<file path="src/rtl/instruction_fetch_pkg.sv">
// Shared pipeline definitions for the instruction fetch stage.
// Holds the 32-bit word width, the default NOP and reset PC values, the
// fetch FSM state encodings, the hold-buffer record and a word-align helper.
package instruction_fetch_pkg;

  localparam int WORD_W = 32;

  typedef logic [WORD_W-1:0] word_t;

  localparam word_t NOP_INST_DEF = 32'h0000_0000;
  localparam word_t RESET_PC_DEF = 32'h0000_0000;

  // Fetch FSM encodings
  localparam logic [1:0] ST_IDLE  = 2'd0;
  localparam logic [1:0] ST_REQ   = 2'd1;
  localparam logic [1:0] ST_HOLD  = 2'd2;
  localparam logic [1:0] ST_DRAIN = 2'd3;

  // One fetched word together with the address it came from
  typedef struct packed {
    word_t inst;
    word_t pc;
  } fetch_word_t;

  function automatic word_t align_word(input word_t addr);
    return {addr[WORD_W-1:2], 2'b00};
  endfunction

endpackage

</file>
<file path="src/rtl/instruction_fetch_if.sv">
// Instruction-memory request/ack bus.
//   imem_req     : request strobe, held with imem_addr until imem_ack
//   imem_addr    : word-aligned fetch address
//   imem_ack     : completion strobe; imem_rd_data valid in the same cycle
//   imem_rd_data : fetched instruction word
// master = fetch unit, slave = instruction memory.
interface instruction_fetch_if;
  import instruction_fetch_pkg::*;

  logic  imem_req;
  word_t imem_addr;
  logic  imem_ack;
  word_t imem_rd_data;

  modport master (
    output imem_req,
    output imem_addr,
    input  imem_ack,
    input  imem_rd_data
  );

  modport slave (
    input  imem_req,
    input  imem_addr,
    output imem_ack,
    output imem_rd_data
  );

endinterface

</file>
<file path="src/rtl/instruction_fetch_if_id_register.sv">
// IF/ID pipeline register.
//   clk, reset        : clock, asynchronous active-high reset
//   load              : capture inst_in/pc_in, mark valid
//   flush             : replace contents with a bubble (NOP, invalid); wins over load
//   inst_in, pc_in    : word and its address from the fetch stage
//   inst_out, pc_out, pc_plus4_out, inst_valid : registered outputs to decode
// Neither load nor flush: contents hold (decode stalled).
module if_id_register
  import instruction_fetch_pkg::*;
#(
  parameter word_t NOP_INST = NOP_INST_DEF
) (
  input  logic  clk,
  input  logic  reset,
  input  logic  load,
  input  logic  flush,
  input  word_t inst_in,
  input  word_t pc_in,
  output word_t inst_out,
  output word_t pc_out,
  output word_t pc_plus4_out,
  output logic  inst_valid
);

  // IF -> ID boundary
  always_ff @(posedge clk or posedge reset) begin
    if (reset) begin
      inst_out     <= NOP_INST;
      pc_out       <= '0;
      pc_plus4_out <= '0;
      inst_valid   <= 1'b0;
    end else if (flush) begin
      // pc_out/pc_plus4_out keep their last value; only the word is bubbled
      inst_out   <= NOP_INST;
      inst_valid <= 1'b0;
    end else if (load) begin
      inst_out     <= inst_in;
      pc_out       <= pc_in;
      pc_plus4_out <= pc_in + 32'd4;
      inst_valid   <= 1'b1;
    end
  end

endmodule

</file>
<file path="src/rtl/instruction_fetch.sv">
// Instruction fetch stage.
//   clk, reset           : clock, asynchronous active-high reset
//   stall_flag_id_in     : decode cannot accept; IF/ID holds
//   redirect_valid/_pc   : taken branch/jump target from downstream
//   imem (master)        : instruction-memory request/ack bus
//   inst_out, pc_out, pc_plus4_out, inst_valid : IF/ID register outputs
//   stall_flag_if_out    : fetch is waiting on memory with nothing ready
// FSM: IDLE (one cycle after reset) -> REQ (request at pc) -> HOLD (acked
// word parked while decode stalls) / DRAIN (discard the response to a
// request overtaken by a redirect).
module instruction_fetch
  import instruction_fetch_pkg::*;
#(
  parameter word_t RESET_PC = RESET_PC_DEF,
  parameter word_t NOP_INST = NOP_INST_DEF
) (
  input  logic                clk,
  input  logic                reset,
  input  logic                stall_flag_id_in,
  input  logic                redirect_valid,
  input  word_t               redirect_pc,
  instruction_fetch_if.master imem,
  output word_t               inst_out,
  output word_t               pc_out,
  output word_t               pc_plus4_out,
  output logic                inst_valid,
  output logic                stall_flag_if_out
);

  logic [1:0]  state;
  word_t       pc;
  word_t       drain_addr;
  fetch_word_t hold_p0;
  logic        vld_p0;

  logic  acked;
  logic  ifid_load;
  logic  ifid_flush;
  word_t ifid_inst;
  word_t ifid_pc;

  // A usable response only exists in REQ; acks in IDLE (stale after reset)
  // and in DRAIN (stale after redirect) are ignored.
  assign acked = (state == ST_REQ) && imem.imem_ack;

  // In DRAIN the abandoned request must stay stable on the bus until its ack,
  // even though pc already points at the redirect target.
  assign imem.imem_req  = (state == ST_REQ) || (state == ST_DRAIN);
  assign imem.imem_addr = (state == ST_DRAIN) ? drain_addr : pc;

  assign stall_flag_if_out = (state == ST_IDLE) || (state == ST_DRAIN) ||
                             ((state == ST_REQ) && !imem.imem_ack);

  // IF/ID steering: fresh ack goes straight through, otherwise the parked
  // word is released. With decode free and nothing to give, a bubble is
  // inserted so decode never sees the same word twice.
  always_comb begin
    ifid_load = 1'b0;
    ifid_inst = imem.imem_rd_data;
    ifid_pc   = pc;
    if (!redirect_valid && !stall_flag_id_in) begin
      if (acked) begin
        ifid_load = 1'b1;
      end else if ((state == ST_HOLD) && vld_p0) begin
        ifid_load = 1'b1;
        ifid_inst = hold_p0.inst;
        ifid_pc   = hold_p0.pc;
      end
    end
  end

  assign ifid_flush = redirect_valid || (!stall_flag_id_in && !ifid_load);

  // Fetch control; redirect outranks stall and ack
  always_ff @(posedge clk or posedge reset) begin
    if (reset) begin
      state  <= ST_IDLE;
      pc     <= RESET_PC;
      vld_p0 <= 1'b0;
    end else if (redirect_valid) begin
      pc     <= align_word(redirect_pc);
      vld_p0 <= 1'b0;
      if (((state == ST_REQ) || (state == ST_DRAIN)) && !imem.imem_ack) begin
        state <= ST_DRAIN;
      end else begin
        state <= ST_REQ;
      end
    end else begin
      case (state)
        ST_IDLE: state <= ST_REQ;
        ST_REQ: begin
          if (imem.imem_ack) begin
            if (stall_flag_id_in) begin
              // pc advances only when the parked word is released
              vld_p0 <= 1'b1;
              state  <= ST_HOLD;
            end else begin
              pc <= pc + 32'd4;
            end
          end
        end
        ST_HOLD: begin
          if (!stall_flag_id_in) begin
            pc     <= pc + 32'd4;
            vld_p0 <= 1'b0;
            state  <= ST_REQ;
          end
        end
        ST_DRAIN: begin
          if (imem.imem_ack) begin
            state <= ST_REQ;
          end
        end
        default: state <= ST_IDLE;
      endcase
    end
  end

  // Hold-buffer and drain-address payloads; emptiness is tracked by vld_p0/state
  always_ff @(posedge clk) begin
    if (!redirect_valid && acked && stall_flag_id_in) begin
      hold_p0.inst <= imem.imem_rd_data;
      hold_p0.pc   <= pc;
    end
    if (redirect_valid && (state == ST_REQ) && !imem.imem_ack) begin
      drain_addr <= pc;
    end
  end

  if_id_register #(
    .NOP_INST (NOP_INST)
  ) u_if_id (
    .clk          (clk),
    .reset        (reset),
    .load         (ifid_load),
    .flush        (ifid_flush),
    .inst_in      (ifid_inst),
    .pc_in        (ifid_pc),
    .inst_out     (inst_out),
    .pc_out       (pc_out),
    .pc_plus4_out (pc_plus4_out),
    .inst_valid   (inst_valid)
  );

endmodule

</file>
<file path="src/flat_wrapper.sv">
// flat-port wrapper written by rule: the top's interface ports become plain ports
module instruction_fetch_flat import instruction_fetch_pkg::*;
#(
  parameter word_t RESET_PC = RESET_PC_DEF,
  parameter word_t NOP_INST = NOP_INST_DEF
)
  (clk, reset, stall_flag_id_in, redirect_valid, redirect_pc, inst_out, pc_out, pc_plus4_out, inst_valid, stall_flag_if_out, imem_imem_req, imem_imem_addr, imem_imem_ack, imem_imem_rd_data);
  instruction_fetch_if imem_i ();
  input  logic clk;
  input  logic reset;
  input  logic stall_flag_id_in;
  input  logic redirect_valid;
  input  word_t redirect_pc;
  output word_t inst_out;
  output word_t pc_out;
  output word_t pc_plus4_out;
  output logic inst_valid;
  output logic stall_flag_if_out;
  output wire logic [$bits(imem_i.imem_req)-1:0] imem_imem_req;
  output wire logic [$bits(imem_i.imem_addr)-1:0] imem_imem_addr;
  input wire logic [$bits(imem_i.imem_ack)-1:0] imem_imem_ack;
  input wire logic [$bits(imem_i.imem_rd_data)-1:0] imem_imem_rd_data;
  assign imem_imem_req = imem_i.imem_req;
  assign imem_imem_addr = imem_i.imem_addr;
  assign imem_i.imem_ack = imem_imem_ack;
  assign imem_i.imem_rd_data = imem_imem_rd_data;
  instruction_fetch #(.RESET_PC(RESET_PC), .NOP_INST(NOP_INST)) u_core (.clk(clk), .reset(reset), .stall_flag_id_in(stall_flag_id_in), .redirect_valid(redirect_valid), .redirect_pc(redirect_pc), .imem(imem_i), .inst_out(inst_out), .pc_out(pc_out), .pc_plus4_out(pc_plus4_out), .inst_valid(inst_valid), .stall_flag_if_out(stall_flag_if_out));
endmodule
</file>
<file path="config.mk">
export PLATFORM = sky130hd
export DESIGN_NAME = instruction_fetch_flat
export DESIGN_NICKNAME = d
export VERILOG_FILES = /design/src/rtl/instruction_fetch_pkg.sv /design/src/rtl/instruction_fetch_if.sv /design/src/rtl/instruction_fetch_if_id_register.sv /design/src/rtl/instruction_fetch.sv /design/src/flat_wrapper.sv
export SDC_FILE = /design/constraint.sdc
export NUM_CORES = 1
export LEC_CHECK = 0
export BUFFER_PORTS_ARGS = -buffer_cell sky130_fd_sc_hd__clkbuf_2
export CELL_PAD_IN_SITES_DETAIL_PLACEMENT = 0
export CELL_PAD_IN_SITES_GLOBAL_PLACEMENT = 1
export CORE_MARGIN = 10
export CORE_UTILIZATION = 39
export DETAILED_ROUTE_END_ITERATION = 10
export PLACE_DENSITY_LB_ADDON = 0.1
export REMOVE_ABC_BUFFERS = 1
export SYNTH_ARGS = -nofsm -noshare
export SYNTH_HDL_FRONTEND = slang
export SYNTH_SLANG_ARGS = --single-unit
export TNS_END_PERCENT = 1
</file>
<file path="constraint.sdc">
create_clock -name clk -period 3.9 [get_ports clk]
set_clock_uncertainty 0.05 [all_clocks]
set_input_delay 0 -clock clk [delete_from_list [all_inputs] [get_ports clk]]
set_output_delay 0 -clock clk [all_outputs]
set_load 0.01 [all_outputs]
</file>
==> flow_summary.yaml <==
status:
  status: "completed"
placed_design:
  dp_cells: 1379
  gp_congestion: 0.7984
  dp_hpwl_um: 20010
  placed_area_mm2: 0.01124
  io_buffer_count: 191
route:
  ant_nets: 0
  wirelength_um: 29340
  drtIter0Drc: 428
  drtPass1Iterations: 4
  num_vias: 7449
  drc: 0
  vias_per_cell: 5.006
  avgRoutedWirePerCell_um: 19.72
worst_setup_path:
  critical_path_class: "flip-flop to flip-flop"
  arrival_ps: 3850
  r2r_setup_slack_ps: 340
  crit_path_end_kind: "flip-flop"
  cp-start-kind: "flip-flop"
  reg2regPathDepth: 13
  path_max_fanout: 10
  required_ps: 4190
  r2r-start: "u_core.state[1]"
  setup.worst_path.end: "u_core.u_if_id.pc_plus4_out[30]"
  crit_path_start: "u_core.state[1]"
  reg2reg_to: "u_core.u_if_id.pc_plus4_out[30]"
global_routing:
  grt.busiest_layer: "met2"
  grt_pass1_vias: 7915
  use_met1_pct: 23.62
  use_met2_pct: 28.56
  grt_pass1_wl_um: 46540
  grt_util_met3_pct: 3.655
  grt_max_degree: 127
  antenna_found_initial: 0
  grt_use_total_pct: 17.61
  grt_overflow: 0
cts:
  clkTransAtPathRegs_ps: 60
  cts_buffers: 24
  cts_resized: 0
  clockBufferDepth: 3
  cts_tree: "built"
  clkSinkCount: 218
  cts-root-buf: "clkbuf_16"
  htreeDepth: 1
  insertion_delay_ps: 520
logic_synthesis:
  synth_edf_count: 92
  synth.avg_cell_area_um2: 11.07
  synthFlopType: "dfrtp_1"
  synthArstFlopShare_pct: 57.80
  synth.distinct_cells: 52
  synth_area_mm2: 0.009963
  ys_seq_area_share_pct: 59.37
  ys_seq_elements: 218
  synthCells: 900
  ys_warn_count: 0
cells_and_area:
  fin_cells: 1488
  fin_util_pct: 50.63
  stdcell_area_mm2: 0.01275
  drive_gt1_share_pct: 25.82
  antenna_cells: 0
  fillers: 2324
  syn_to_final_growth_pct: 27.95
  fin_nets: 1214
sta:
  final.period_utilization_pct: 91.24
  maxSlewViolCount: 0
  hold_viol: 0
  setup_viol: 0
  relSlewSlack_pct: 22.43
  tns_ps: 0
  worst_pin_slew_ps: 1163
  finalCriticalPeriod_ps: 3559
  rsz0062_at_grt: "no"
  fmax_mhz: 281.0
floorplanning:
  die_y_um: 179.8
  die_area_mm2: 0.03234
  ioPinCount: 200
  die_w_um: 179.8
  initial_core_util_pct: 39.57
  core-area_mm2: 0.02518
  rows: 58
power_and_ir_drop:
  leakage_nw: 5.527
  ir_drop_v: 0.0002939
  p_per_area_mw_per_mm2: 600.9
job:
  cap_viol_max_count: 0
worst_hold_path:
  hp-class: "primary input to flip-flop"
## sequential cells by signal, indices dropped and copies added (netlist names)
signal,count
u_core.drain_addr,30
u_core.hold_p0,62
u_core.pc,30
u_core.state,2
u_core.u_if_id.inst_out,32
u_core.u_if_id.inst_valid,1
u_core.u_if_id.pc_out,30
u_core.u_if_id.pc_plus4_out,30
u_core.vld_p0,1
## cell families (layout without fill, tap and decap cells)
| logic type | after synthesis | count (layout) | synth area share [%] |
|---|---|---|---|
| simple gates | 300 | 300 | 13.46 |
| flops | 218 | 218 | 59.37 |
| compound gates | 152 | 152 | 8.464 |
| mux | 90 | 90 | 9.519 |
| buf+inv | 74 | 327 | 3.240 |
| xor+xnor | 60 | 60 | 5.274 |
| fa+ha+maj | 5 | 5 | 0.6279 |
| other cells | 1 | 6 | 0.03764 |
## routing by layer
metal / share of wire [%] / vias to the layer above
met4: 2.0 / 0
li1: - / 3637
met1: 46 / 3579
met5: 0 / -
met2: 46 / 191
met3: 6.0 / 42
## cell usage after synthesis, types with 4 or more instances
library cell,number,area [um2]
nand2_1,175,656.9
dfrtp_1,126,3153
o21ai_0,108,540.5
edfxtp_1,92,2763
mux2i_1,52,520.5
clkbuf_1,42,157.7
mux2_2,38,427.9
nor2_1,35,131.4
xor2_1,32,280.3
xnor2_1,28,245.2
nand3_1,26,130.1
nand4_1,18,112.6
nor3_1,15,75.07
a21oi_1,14,70.07
inv_1,10,37.54
buf_2,9,45.04
and3_1,7,43.79
buf_4,7,52.55
o221ai_1,7,61.31
a31oi_1,6,37.54
a22oi_1,5,37.54
buf_1,5,18.77
ha_1,5,62.56
a211oi_1,4,30.03
and2_1,4,25.02
nor4_1,4,25.02
## critical path, stage by stage, from the launching register on
cell and delay (ps):
dfrtp_1 380, inv_1 70, ha_1 300, and2_0 240
nor2_4 300, nand2_1 130, nand2_1 80, ha_1 250
nand4_1 160, nor4_2 280, a2bb2o_1 540, a211oi_1 340
xor2_1 170, o21ai_0 80
## stage by stage
stage                     hold slack, ps  setup slack, ps  total power [mW]
after floorplan                    13.14            -1219             4.262
after global placement             152.0            474.3             5.258
after detailed placement           145.6            344.9             5.283
after CTS                          10.07            338.0             7.789
after global routing               68.84            1.714             8.107
final                              19.38            341.5             7.661
## layout by cell type, fill, tap and decap left out, types with 18 or more instances in the layout
cell             n
xnor2_1         28
nor2_1          34
nand4_1         18
o21ai_0        108
mux2_2          38
clkbuf_16       25
dfrtp_1        126
xor2_1          32
edfxtp_1        92
clkbuf_2       191
nand3_1         26
mux2i_1         52
nand2_1        174
dlygate4sd3_1   65
## worst min-delay path by stage
stage	endpoint	start	cells after the start	slack (ps)
after global routing	u_core.u_if_id.pc_out[3]	redirect_valid	5	70
after floorplan	u_core.vld_p0	redirect_valid	1	10
after global placement	u_core.hold_p0[53]	imem_imem_rd_data[21]	1	150
after detailed placement	u_core.hold_p0[53]	imem_imem_rd_data[21]	1	150
final	u_core.u_if_id.pc_out[8]	redirect_valid	5	20
after CTS	u_core.u_if_id.pc_out[8]	redirect_valid	5	10
## area by class of cell
| type | instances | area [um2] | area share [%] |
|---|---|---|---|
| Clock buffer | 36 | 737.0 | 5.781 |
| Clock inverter | 8 | 117.6 | 0.9226 |
| Inverter | 10 | 40.04 | 0.3141 |
| Multi-Input combinational cell | 613 | 3779 | 29.64 |
| Sequential cell | 218 | 5916 | 46.40 |
| Tap cell | 330 | 412.9 | 3.239 |
| Timing Repair Buffer | 273 | 1747 | 13.70 |
## where the power goes
group / switching (mW) / internal (mW)
Sequential: 0.327 / 2.89
Clock: 0.927 / 1.50
Combinational: 1.18 / 0.842
Total: 2.43 / 5.23
## repair_timing
item | in CTS | in global routing
hold endpoints to repair | 167 | 0
setup endpoints to repair | 0 | 0
buffers inserted | 0 | 0
hold buffers | 65 | 0
(Power assumes the default switching activity.)
